$ cat config.mk
export PLATFORM = sky130hd
export DESIGN_NAME = sumador_param
export DESIGN_NICKNAME = d
export VERILOG_FILES = /design/src/rtl/sumador_param.sv
export SDC_FILE = /design/constraint.sdc
export NUM_CORES = 1
export LEC_CHECK = 0
export ABC_AREA = 1
export ABC_CLOCK_PERIOD_IN_PS = 2250
export CORE_MARGIN = 4
export CORE_UTILIZATION = 55
export CTS_CLUSTER_DIAMETER = 60
export DETAILED_ROUTE_END_ITERATION = 8
export DONT_BUFFER_PORTS = 1
export PLACE_DENSITY = 0.69
export SYNTH_ARGS = -nofsm -noshare
export SYNTH_HDL_FRONTEND = slang
export SYNTH_SLANG_ARGS = --single-unit
$ cat constraint.sdc
create_clock -name clk -period 2.25 [get_ports clk]
set_clock_uncertainty 0.05 [all_clocks]
set_input_delay 0.45 -clock clk [delete_from_list [all_inputs] [get_ports clk]]
set_output_delay 0.45 -clock clk [all_outputs]
set_load 0.005 [all_outputs]
$ cat src/rtl/sumador_param.sv
// sumador_param: parametrised up/down accumulating counter with programmable
// step, synchronous load, wrap or saturate arithmetic, a one-cycle boundary
// event pulse and a sticky overflow flag.
module sumador_param #(
  parameter int unsigned WIDTH   = 8,
  parameter int unsigned RST_VAL = 0
) (
  input  logic             clk,
  input  logic             rst_n,
  input  logic             enable,
  input  logic             up_dn,
  input  logic             sat_mode,
  input  logic [WIDTH-1:0] step,
  input  logic             load,
  input  logic [WIDTH-1:0] load_val,
  input  logic             clr_ovf,
  output logic [WIDTH-1:0] count,
  output logic             evt,
  output logic             ovf
);

  localparam int unsigned EXT_W = WIDTH + 1;
  localparam logic [WIDTH-1:0] RST_COUNT = WIDTH'(RST_VAL);
  localparam logic [WIDTH-1:0] MAX_COUNT = {WIDTH{1'b1}};
  localparam logic [WIDTH-1:0] MIN_COUNT = {WIDTH{1'b0}};

  logic [EXT_W-1:0] sum_ext_c;
  logic [EXT_W-1:0] diff_ext_c;
  logic             up_evt_c;
  logic             dn_evt_c;
  logic             step_evt_c;
  logic [WIDTH-1:0] wrap_val_c;
  logic [WIDTH-1:0] clamp_val_c;
  logic [WIDTH-1:0] step_val_c;
  logic [WIDTH-1:0] count_nxt_c;
  logic             evt_nxt_c;
  logic             ovf_set_c;
  logic             ovf_nxt_c;

  // Widened arithmetic: carry-out flags an up crossing, borrow a down crossing
  always_comb begin
    sum_ext_c  = {1'b0, count} + {1'b0, step};
    diff_ext_c = {1'b0, count} - {1'b0, step};
    up_evt_c   = sum_ext_c[WIDTH];
    dn_evt_c   = diff_ext_c[WIDTH];
  end

  // Select the stepped value for the current direction and arithmetic mode
  always_comb begin
    step_evt_c  = up_dn ? up_evt_c : dn_evt_c;
    wrap_val_c  = up_dn ? sum_ext_c[WIDTH-1:0] : diff_ext_c[WIDTH-1:0];
    clamp_val_c = up_dn ? MAX_COUNT : MIN_COUNT;
    if (sat_mode && step_evt_c) begin
      step_val_c = clamp_val_c;
    end else begin
      step_val_c = wrap_val_c;
    end
  end

  // Next-state selection: load beats enable, otherwise hold
  always_comb begin
    count_nxt_c = count;
    evt_nxt_c   = 1'b0;
    ovf_set_c   = 1'b0;
    if (load) begin
      count_nxt_c = load_val;
    end else if (enable) begin
      count_nxt_c = step_val_c;
      evt_nxt_c   = step_evt_c;
      ovf_set_c   = step_evt_c;
    end
    // A new event wins over a simultaneous clear
    ovf_nxt_c = ovf_set_c | (ovf & ~clr_ovf);
  end

  // Output registers with synchronous active-low reset
  always_ff @(posedge clk) begin
    if (!rst_n) begin
      count <= RST_COUNT;
      evt   <= 1'b0;
      ovf   <= 1'b0;
    end else begin
      count <= count_nxt_c;
      evt   <= evt_nxt_c;
      ovf   <= ovf_nxt_c;
    end
  end

endmodule

### After elaboration in Yosys (flattened, before gate mapping)

Cells that the tools add are included.

| operators by class | value |
|---|---|
| add/subtract/negate cells | 2 |
| muxes and demuxes | 8 |
| bitwise logic cells | 3 |
| reduce and logical (&&, ||, !) cells | 2 |

Operators with widths:

| operator | number |
|---|---|
| $mux 8 | 5 |
| $add 8x8->9 | 1 |
| $sub 8x8->9 | 1 |
| $mux 1 | 3 |
| $reduce_bool 2->1 | 1 |
| $and 1x1->1 | 1 |
| $logic_and 1x1->1 | 1 |
| $not 1->1 | 1 |
| $or 1x1->1 | 1 |

| storage, ports and cells | value |
|---|---|
| flip-flop bits (word level) | 10 |
| input bits | 23 |
| output and inout bits | 10 |
| word-level logic and storage cells | 18 |

### Logic depth before layout (Yosys ltp)

Gate-level depths: netlist (run 1).

| depth | value |
|---|---|
| word-level depth | 6 |
| mapped depth | 15 |
| depth with buffers taken out | 15 |

### Least setup slack after synthesis (run 1)

No wires, ideal clock.

| path | value |
|---|---|
| path type | input port to flip-flop |
| start point | in step[0] |
| end point | reg count[7] |
| library setup time | 0.070 ns |
| arrival | 1.776 ns |
| data required time | 2.130 ns |
| setup slack | 0.355 ns |
| stages | 14 |
| buffers on the path | 0 |
| path through | ha_1 inv_1 fa_1 nor2_1 nand2_1 nand2_1 nand2_1 nand2_1 nand4_2 nand2_1 inv_2 nand2_1 nand2_1 a21oi_1 |

| between the ends | value |
|---|---|
| longest elaborated chain between the ends | 6 |
| elaborated cells on any way between the ends | 8 |
| classes of those cells | 2 x add/sub; 5 x mux; 1 x reduce/logical |

RTL lines:

| what | RTL line | text |
|---|---|---|
| start, declared | 13 | `input logic [WIDTH-1:0] step,` |
| $sub 8x8->9 or $add 8x8->9 (tied branches) | 43, 42 |  |
| $mux 1 | 50 | `step_evt_c = up_dn ? up_evt_c : dn_evt_c;` |
| $logic_and 1x1->1 | 53 | `if (sat_mode && step_evt_c) begin` |
| $mux 8 * | 53 |  |
| $mux 8 * | 67 | `end else if (enable) begin` |
| $mux 8 * | 65 | `if (load) begin` |
| end signal, assigned | 83 | `count <= count_nxt_c;` |
| end, declared | 17 | `output logic [WIDTH-1:0] count,` |

Every way passes the cells marked *; elsewhere a longest branch is shown, timed or not. The select of a mux whose other input is x is not followed.
A chain may end at the register's enable or synchronous reset.

### Worst setup path in the final report (run 1)

| path | value |
|---|---|
| start point | reg count[1] |
| end point | reg count[7] |

| between the ends | value |
|---|---|
| longest elaborated chain between the ends | 6 |
| elaborated cells on any way between the ends | 8 |
| classes of those cells | 2 x add/sub; 5 x mux; 1 x reduce/logical |

RTL lines:

| what | RTL line |
|---|---|
| $sub 8x8->9 or $add 8x8->9 (tied branches) | 43, 42 |
| $mux 1 | 50 |
| $logic_and 1x1->1 | 53 |
| $mux 8 * | 53 |
| $mux 8 * | 67 |
| $mux 8 * | 65 |

Marks and branches as above.

==> impl_metrics.tcl, run 1 <==
set metrics [dict create \
    status "finished, final reports clean" \
    hold_depth 2 \
    r2r_setup_slack_ps 220 \
    antenna_found_initial 0 \
    ys_ff_latch 10 \
    place_area_um2 1300 \
    tns_ps 0 \
    netlist_top_cells_count "nand2_1 (69), inv_1 (38), nor2_1 (23)" \
    crit_required_ps 2400 \
    syn_nets 256 \
    cap_violations 0 \
    yosys.area_share.simple 0.393 \
    max_freq_mhz 492 \
    diodes 0 \
    synth_edf_count 0 \
    nets 260 \
    switching_share 0.400 \
    p_int_w 0.000402 \
    floorplan.core_area_um2 2210 \
    path_common_cell "nand2_1" \
    yosys_most_used_dff "dfxtp_1" \
    grt_max_degree 14 \
    synthMuxAreaShare 0 \
    routed_wl_um 2930 \
    max_stage_delay_ps 470 \
    whs_endpoint "count[4]$_SDFFE_PN0P_" \
    hold_viol_final 0 \
    critPathTopFamily "simple AND/OR/NAND/NOR gates" \
    r2r_cells 13 \
    path_clk_slew_ps 60 \
    yosysWarnings 0 \
    grt_pass1_vias 1191 \
    cp.buffers_inverters 2 \
    worstPathArrival_ps 2180 \
    cts_buffers 3 \
    worstReg2RegEnd "count[7]$_SDFFE_PN0P_" \
    fillCellCount 223 \
    yosysTopAreaCell "nand2_1" \
    path_cells "inv_1 -> fa_1 -> nor2_1 -> nand2_1 -> nand2_1 -> nand2_1 -> nand2_1 -> nand4_2 -> nand2_1 -> inv_2 -> nand2_1 -> nand2_1 -> a21oi_1" \
    hp-start "rst_n" \
    vias 1251 \
    synth_top_area_frac 0.204 \
    synth_top_family_by_area "simple AND/OR/NAND/NOR gates" \
    grt_pass1_wl_um 4860 \
    hold_class "input port to flip-flop" \
    max-slew-margin-rel 0.767 \
    worstSetupStartpoint "count[1]$_SDFFE_PN0P_" \
    yosysUniqueCellTypes 25 \
    hold_buffers 0 \
    synth_area_leaders "nand2_1 (20%), dfxtp_1 (16%), ha_1 (16%)" \
    power_frac_seq 0.324 \
    area_growth_pct 5.43 \
    insertion_delay_ps 270 \
    fin_crit_sh 0.903 \
    rows 17 \
    die_area_um2 3140 \
    htreeDepth 1 \
    drc 0 \
    final-setup-viol-count 0 \
    cts_max_path_buffers 2 \
    dp_hpwl_um 2450 \
    crit_fanout 6 \
    grt_overflow 0 \
    ir_worst_vdd_mv 0.414 \
    grt_util_all_layers 0.189 \
    synthArstFlopShare 0 \
    cp-end-kind "flip-flop" \
    power.density_nw_per_um2 501 \
    drt_iter0_drc 36 \
    routedWlPerCell_um 11.9 \
    synth_compound_area_frac 0.109 \
    worst_pin_slew_ps 349 \
    fin_area_um2 1340 \
    start_util 0.573 \
    cpMaxStageDelayCell "dfxtp_1" \
    cts.sinks 10 \
    ctsRootBufferMaster "clkbuf_4" \
    synth_area_um2 1270 \
    fin_crit_ps 2030 \
    criticalPathCategory "flip-flop to flip-flop" \
    finalPower_w 0.000670 \
    die_w_um 56.0 \
    postCtsSetupBuffers 0 \
    synth.most_common_cell "nand2_1" \
    syn_area_per_cell_um2 5.90 \
    synthAdderAreaFrac 0.190 \
    clockPowerShare 0.239 \
    antenna_left 0 \
    vias_per_cell 5.09 \
    cts_tree "yes" \
    rsz0062_at_grt "false" \
    synth_xor_area_frac 0.0207 \
    r2r_start "count[1]$_SDFFE_PN0P_" \
    first_pass_iters 4 \
    p_comb_frac 0.437 \
    io_buffers 0 \
    p_switching_w 0.000268 \
    drv_slew 0 \
    worst_setup_path_start_kind "flip-flop" \
    die_y_um 56.0 \
    place_congestion 0.872 \
    netlist_instances 215 \
    p_leak_nw 0.763 \
    yosysSeqAreaShare 0.158 \
    io_pins 33 \
    drive_gt1_frac 0.0688 \
]
[worst max-delay path by stage]
stage                                  to  slack, ps  cells after the start
floorplan           count[7]$_SDFFE_PN0P_        350                     14
global placement    count[6]$_SDFFE_PN0P_        180                     14
detailed placement  count[6]$_SDFFE_PN0P_        160                     14
CTS                 count[6]$_SDFFE_PN0P_        160                     14
global route        count[6]$_SDFFE_PN0P_         10                     15
finish              count[7]$_SDFFE_PN0P_        220                     13
[cell usage in the layout (no fill, tap or decap)]
master | netlist | final
nand2_1 | 69 | 69
inv_1 | 38 | 38
nor2_1 | 23 | 23
a21oi_1 | 17 | 17
ha_1 | 16 | 16
nand3_1 | 13 | 13
dfxtp_1 | 10 | 9
inv_2 | 3 | 3
nand2_2 | 3 | 3
o21ai_0 | 3 | 3
clkbuf_4 | 0 | 3
a22oi_1 | 2 | 2
nand4_1 | 2 | 2
xor2_1 | 2 | 2
o221ai_1 | 2 | 2
fa_1 | 2 | 2
xnor2_1 | 1 | 1
nor2_2 | 1 | 1
or2_1 | 1 | 1
nand3_4 | 1 | 1
nand4_2 | 1 | 1
o21ai_1 | 1 | 1
nor2b_1 | 1 | 1
nand3b_1 | 1 | 1
clkbuf_8 | 0 | 1
dfxtp_2 | 0 | 1
buf_4 | 1 | 1
[power by group through the flow]
stage	logic (W)	registers [W]	clock network (W)
after floorplan	0.000238	0.000213	0
after global placement	0.000285	0.000220	0
after detailed placement	0.000289	0.000221	0
after CTS	0.000291	0.000217	0.000166
after global routing	0.000337	0.000219	0.000175
final	0.000293	0.000217	0.000160
[layer usage]
| metal | wire length, um | GRT usage |
|---|---|---|
| met2 | 1270 | 0.302 |
| met3 | 169 | 0.0162 |
| met1 | 1420 | 0.250 |
| met5 | 0 | 0 |
| met4 | 68 | 0.0949 |
[cells by family after synthesis]
| kind of cell | count (synthesis) |
|---|---|
| xor gates and xnor gates | 3 |
| buffers and inverters | 43 |
| DFF | 10 |
| AOI/OAI and AO/OA | 25 |
| and+or+nand+nor | 116 |
| adders and majority gates | 18 |
[state kept, by name, indices dropped and copies added (netlist names)]
register	count
ovf	1
count	8
evt	1
[layout make-up]
cell class              count  area (um2)  area share
multi-input cells         162         902       0.675
inverters                  41         154       0.115
clock buffers               4        36.3      0.0272
repair buffers              1        7.51     0.00562
flip-flops and latches     10         201       0.151
well taps                  28        35.0      0.0262
[per-stage QoR]
step           cells  setup WS, ps  utilization  hold slack (ps)
2_1_floorplan    215           355            -              410
3_3_place_gp     242           181        0.587              426
3_5_place_dp     242           160        0.587              446
4_1_cts          246           163        0.604              256
5_1_grt          246          10.0        0.604              264
6_report         246           217        0.604              266
[what timing repair did]
action / in CTS / in global routing
endpoints found under the hold margin: 0 / 0
setup endpoints to repair: 0 / 2
resized for setup: 0 / 1
Note: power is estimated with default switching activity, not from simulation.
==> inputs of run 2 (changes only) <==
--- a/config.mk
+++ b/config.mk
@@ -13,6 +13,7 @@
 export DETAILED_ROUTE_END_ITERATION = 8
 export DONT_BUFFER_PORTS = 1
 export PLACE_DENSITY = 0.69
+export SLEW_MARGIN = 20
 export SYNTH_ARGS = -nofsm -noshare
 export SYNTH_HDL_FRONTEND = slang
 export SYNTH_SLANG_ARGS = --single-unit
==> results of run 2 <==
Final layout, timing and power as in run 1 (identical DEF).
==> inputs of run 3 (changes only) <==
--- a/config.mk
+++ b/config.mk
@@ -12,6 +12,7 @@
 export CTS_CLUSTER_DIAMETER = 60
 export DETAILED_ROUTE_END_ITERATION = 8
 export DONT_BUFFER_PORTS = 1
+export GPL_TIMING_DRIVEN = 0
 export PLACE_DENSITY = 0.69
 export SLEW_MARGIN = 20
 export SYNTH_ARGS = -nofsm -noshare
==> run 3 against run 2 <==
Via count up 1.8%. Sequential share of layout area up 0.11 points. Combinational power about the same. Utilization up 0.68 points. Register-to-register slack better by 20 ps. Count of clock-buffer cells in the layout unchanged. Setup slack better by 20 ps. Worst hold slack worse by 5.5 ps. Global-route usage up 0.39 points. Final area up 1.1%. First-iteration DRC count down 2.8%. Clock power about the same. Critical path type unchanged. Largest cell class unchanged. Largest power group unchanged. Highest routed layer unchanged.
==> impl_metrics.tcl, run 3 (same netlist as run 1, synthesis figures left out) <==
set metrics [dict create \
    status "finished, final reports clean" \
    drt_iter0_drc 35 \
    clockPowerShare 0.240 \
    diodes 0 \
    p_comb_frac 0.439 \
    worst_setup_path_start_kind "flip-flop" \
    drive_gt1_frac 0.0868 \
    cp-end-kind "flip-flop" \
    drv_slew 0 \
    rows 17 \
    reg_top3 "count (8), evt (1), ovf (1)" \
    floorplan.core_area_um2 2210 \
    cts.sinks 10 \
    rsz0062_at_grt "false" \
    grt_overflow 0 \
    path_clk_slew_ps 70 \
    vias 1274 \
    worstPathArrival_ps 2160 \
    io_pins 33 \
    hold_buffers 0 \
    routed_wl_um 2970 \
    start_util 0.573 \
    routedWlPerCell_um 12.0 \
    p_leak_nw 0.761 \
    switching_share 0.403 \
    final-setup-viol-count 0 \
    hold_class "input port to flip-flop" \
    ir_worst_vdd_mv 0.410 \
    cts_max_path_buffers 2 \
    dp_hpwl_um 2490 \
    fin_crit_sh 0.895 \
    finalPower_w 0.000674 \
    htreeDepth 1 \
    drc 0 \
    place_congestion 0.829 \
    fin_crit_ps 2010 \
    path_common_cell "nand2_1" \
    insertion_delay_ps 270 \
    criticalPathCategory "flip-flop to flip-flop" \
    cts_tree "yes" \
    die_w_um 56.0 \
    grt_pass1_vias 1175 \
    max-slew-margin-rel 0.720 \
    die_area_um2 3140 \
    path_cells "inv_1 -> ha_1 -> inv_1 -> fa_1 -> nand2_1 -> nand2_1 -> nand3_1 -> nand2_1 -> nand2_2 -> nand4_2 -> nand2_1 -> inv_2 -> nand2_1 -> nand2_1 -> a21oi_1" \
    max_stage_delay_ps 380 \
    antenna_found_initial 0 \
    max_freq_mhz 497 \
    cts_buffers 3 \
    io_buffers 0 \
    final_common_cell "nand2_1" \
    crit_required_ps 2400 \
    cpMaxStageDelayCell "fa_1" \
    power_frac_seq 0.322 \
    cap_violations 0 \
    power.density_nw_per_um2 499 \
    antenna_left 0 \
    largest_reg_flops 8 \
    first_pass_iters 4 \
    grt_max_degree 11 \
    fillCellCount 238 \
    worst_pin_slew_ps 420 \
    ctsRootBufferMaster "clkbuf_4" \
    area_growth_pct 6.61 \
    p_switching_w 0.000272 \
    postCtsSetupBuffers 0 \
    grt_util_all_layers 0.192 \
    whs_ps 260 \
    grt_pass1_wl_um 4980 \
    crit_fanout 6 \
    hold_viol_final 0 \
    cts_resized 0 \
    nets 261 \
    tns_ps 0 \
    die_y_um 56.0 \
    p_int_w 0.000403 \
    regMostFlops "count" \
    final_cell_mix "nand2_1 (68), inv_1 (38), nor2_1 (23), a21oi_1 (17), ha_1 (15)" \
    vias_per_cell 5.16 \
]
## run 3: cell count changes in the layout (fill, tap and decap cells not counted), sizes merged
cell / previous run / this run
clkbuf: 4 / 5
## run 3: metal layers
| layer | share of wire | GRT usage |
|---|---|---|
| met4 | 0.024 | 0.0746 |
| met5 | 0 | 0 |
| met3 | 0.069 | 0.0278 |
| met1 | 0.48 | 0.272 |
| met2 | 0.43 | 0.292 |
## run 3: worst paths after layout
| check | from | to | slack (ps) | cells after the start |
|---|---|---|---|---|
| hold reg to reg | count[0]$_SDFFE_PN0P_ | count[0]$_SDFFE_PN0P_ | 460 | 2 |
| setup reg to reg | count[0]$_SDFFE_PN0P_ | count[0]$_SDFFE_PN0P_ | 240 | 15 |
| hold / removal | rst_n | count[4]$_SDFFE_PN0P_ | 260 | 2 |
| setup / recovery | count[0]$_SDFFE_PN0P_ | count[0]$_SDFFE_PN0P_ | 240 | 15 |
## run 3: power by group through the flow
stage | sequential [W] | combinational [W] | clock [W]
after global routing | 0.000220 | 0.000344 | 0.000173
final | 0.000217 | 0.000296 | 0.000162
after CTS | 0.000217 | 0.000292 | 0.000163
after floorplan | 0.000213 | 0.000238 | 0
after detailed placement | 0.000221 | 0.000290 | 0
after global placement | 0.000220 | 0.000284 | 0
## run 3: metrics by stage
step | cells | setup WS [ps] | area [um2] | utilization
4_1_cts | 247 | 173 | 1340 | 0.605
2_1_floorplan | 215 | 355 | 1270 | -
5_1_grt | 247 | 31.2 | 1350 | 0.611
3_3_place_gp | 243 | 195 | 1300 | 0.589
6_report | 247 | 237 | 1350 | 0.611
3_5_place_dp | 243 | 168 | 1300 | 0.589
## run 3: final cells by class
type                            count  area, um2  share of cell area
Multi-Input combinational cell    162        910               0.673
Buffer                              2       11.3             0.00833
Sequential cell                    10        205               0.152
Inverter                           41        154               0.114
Clock buffer                        4       36.3              0.0269
Tap cell                           28       35.0              0.0259
## run 3: worst max-delay path: cells and delay by family (launching register included)
kind | cells | cell delay [ps]
buf+inv | 3 | 170
simple gates | 9 | 730
fa+ha+maj | 2 | 510
compound gates | 1 | 110
flops | 1 | 360
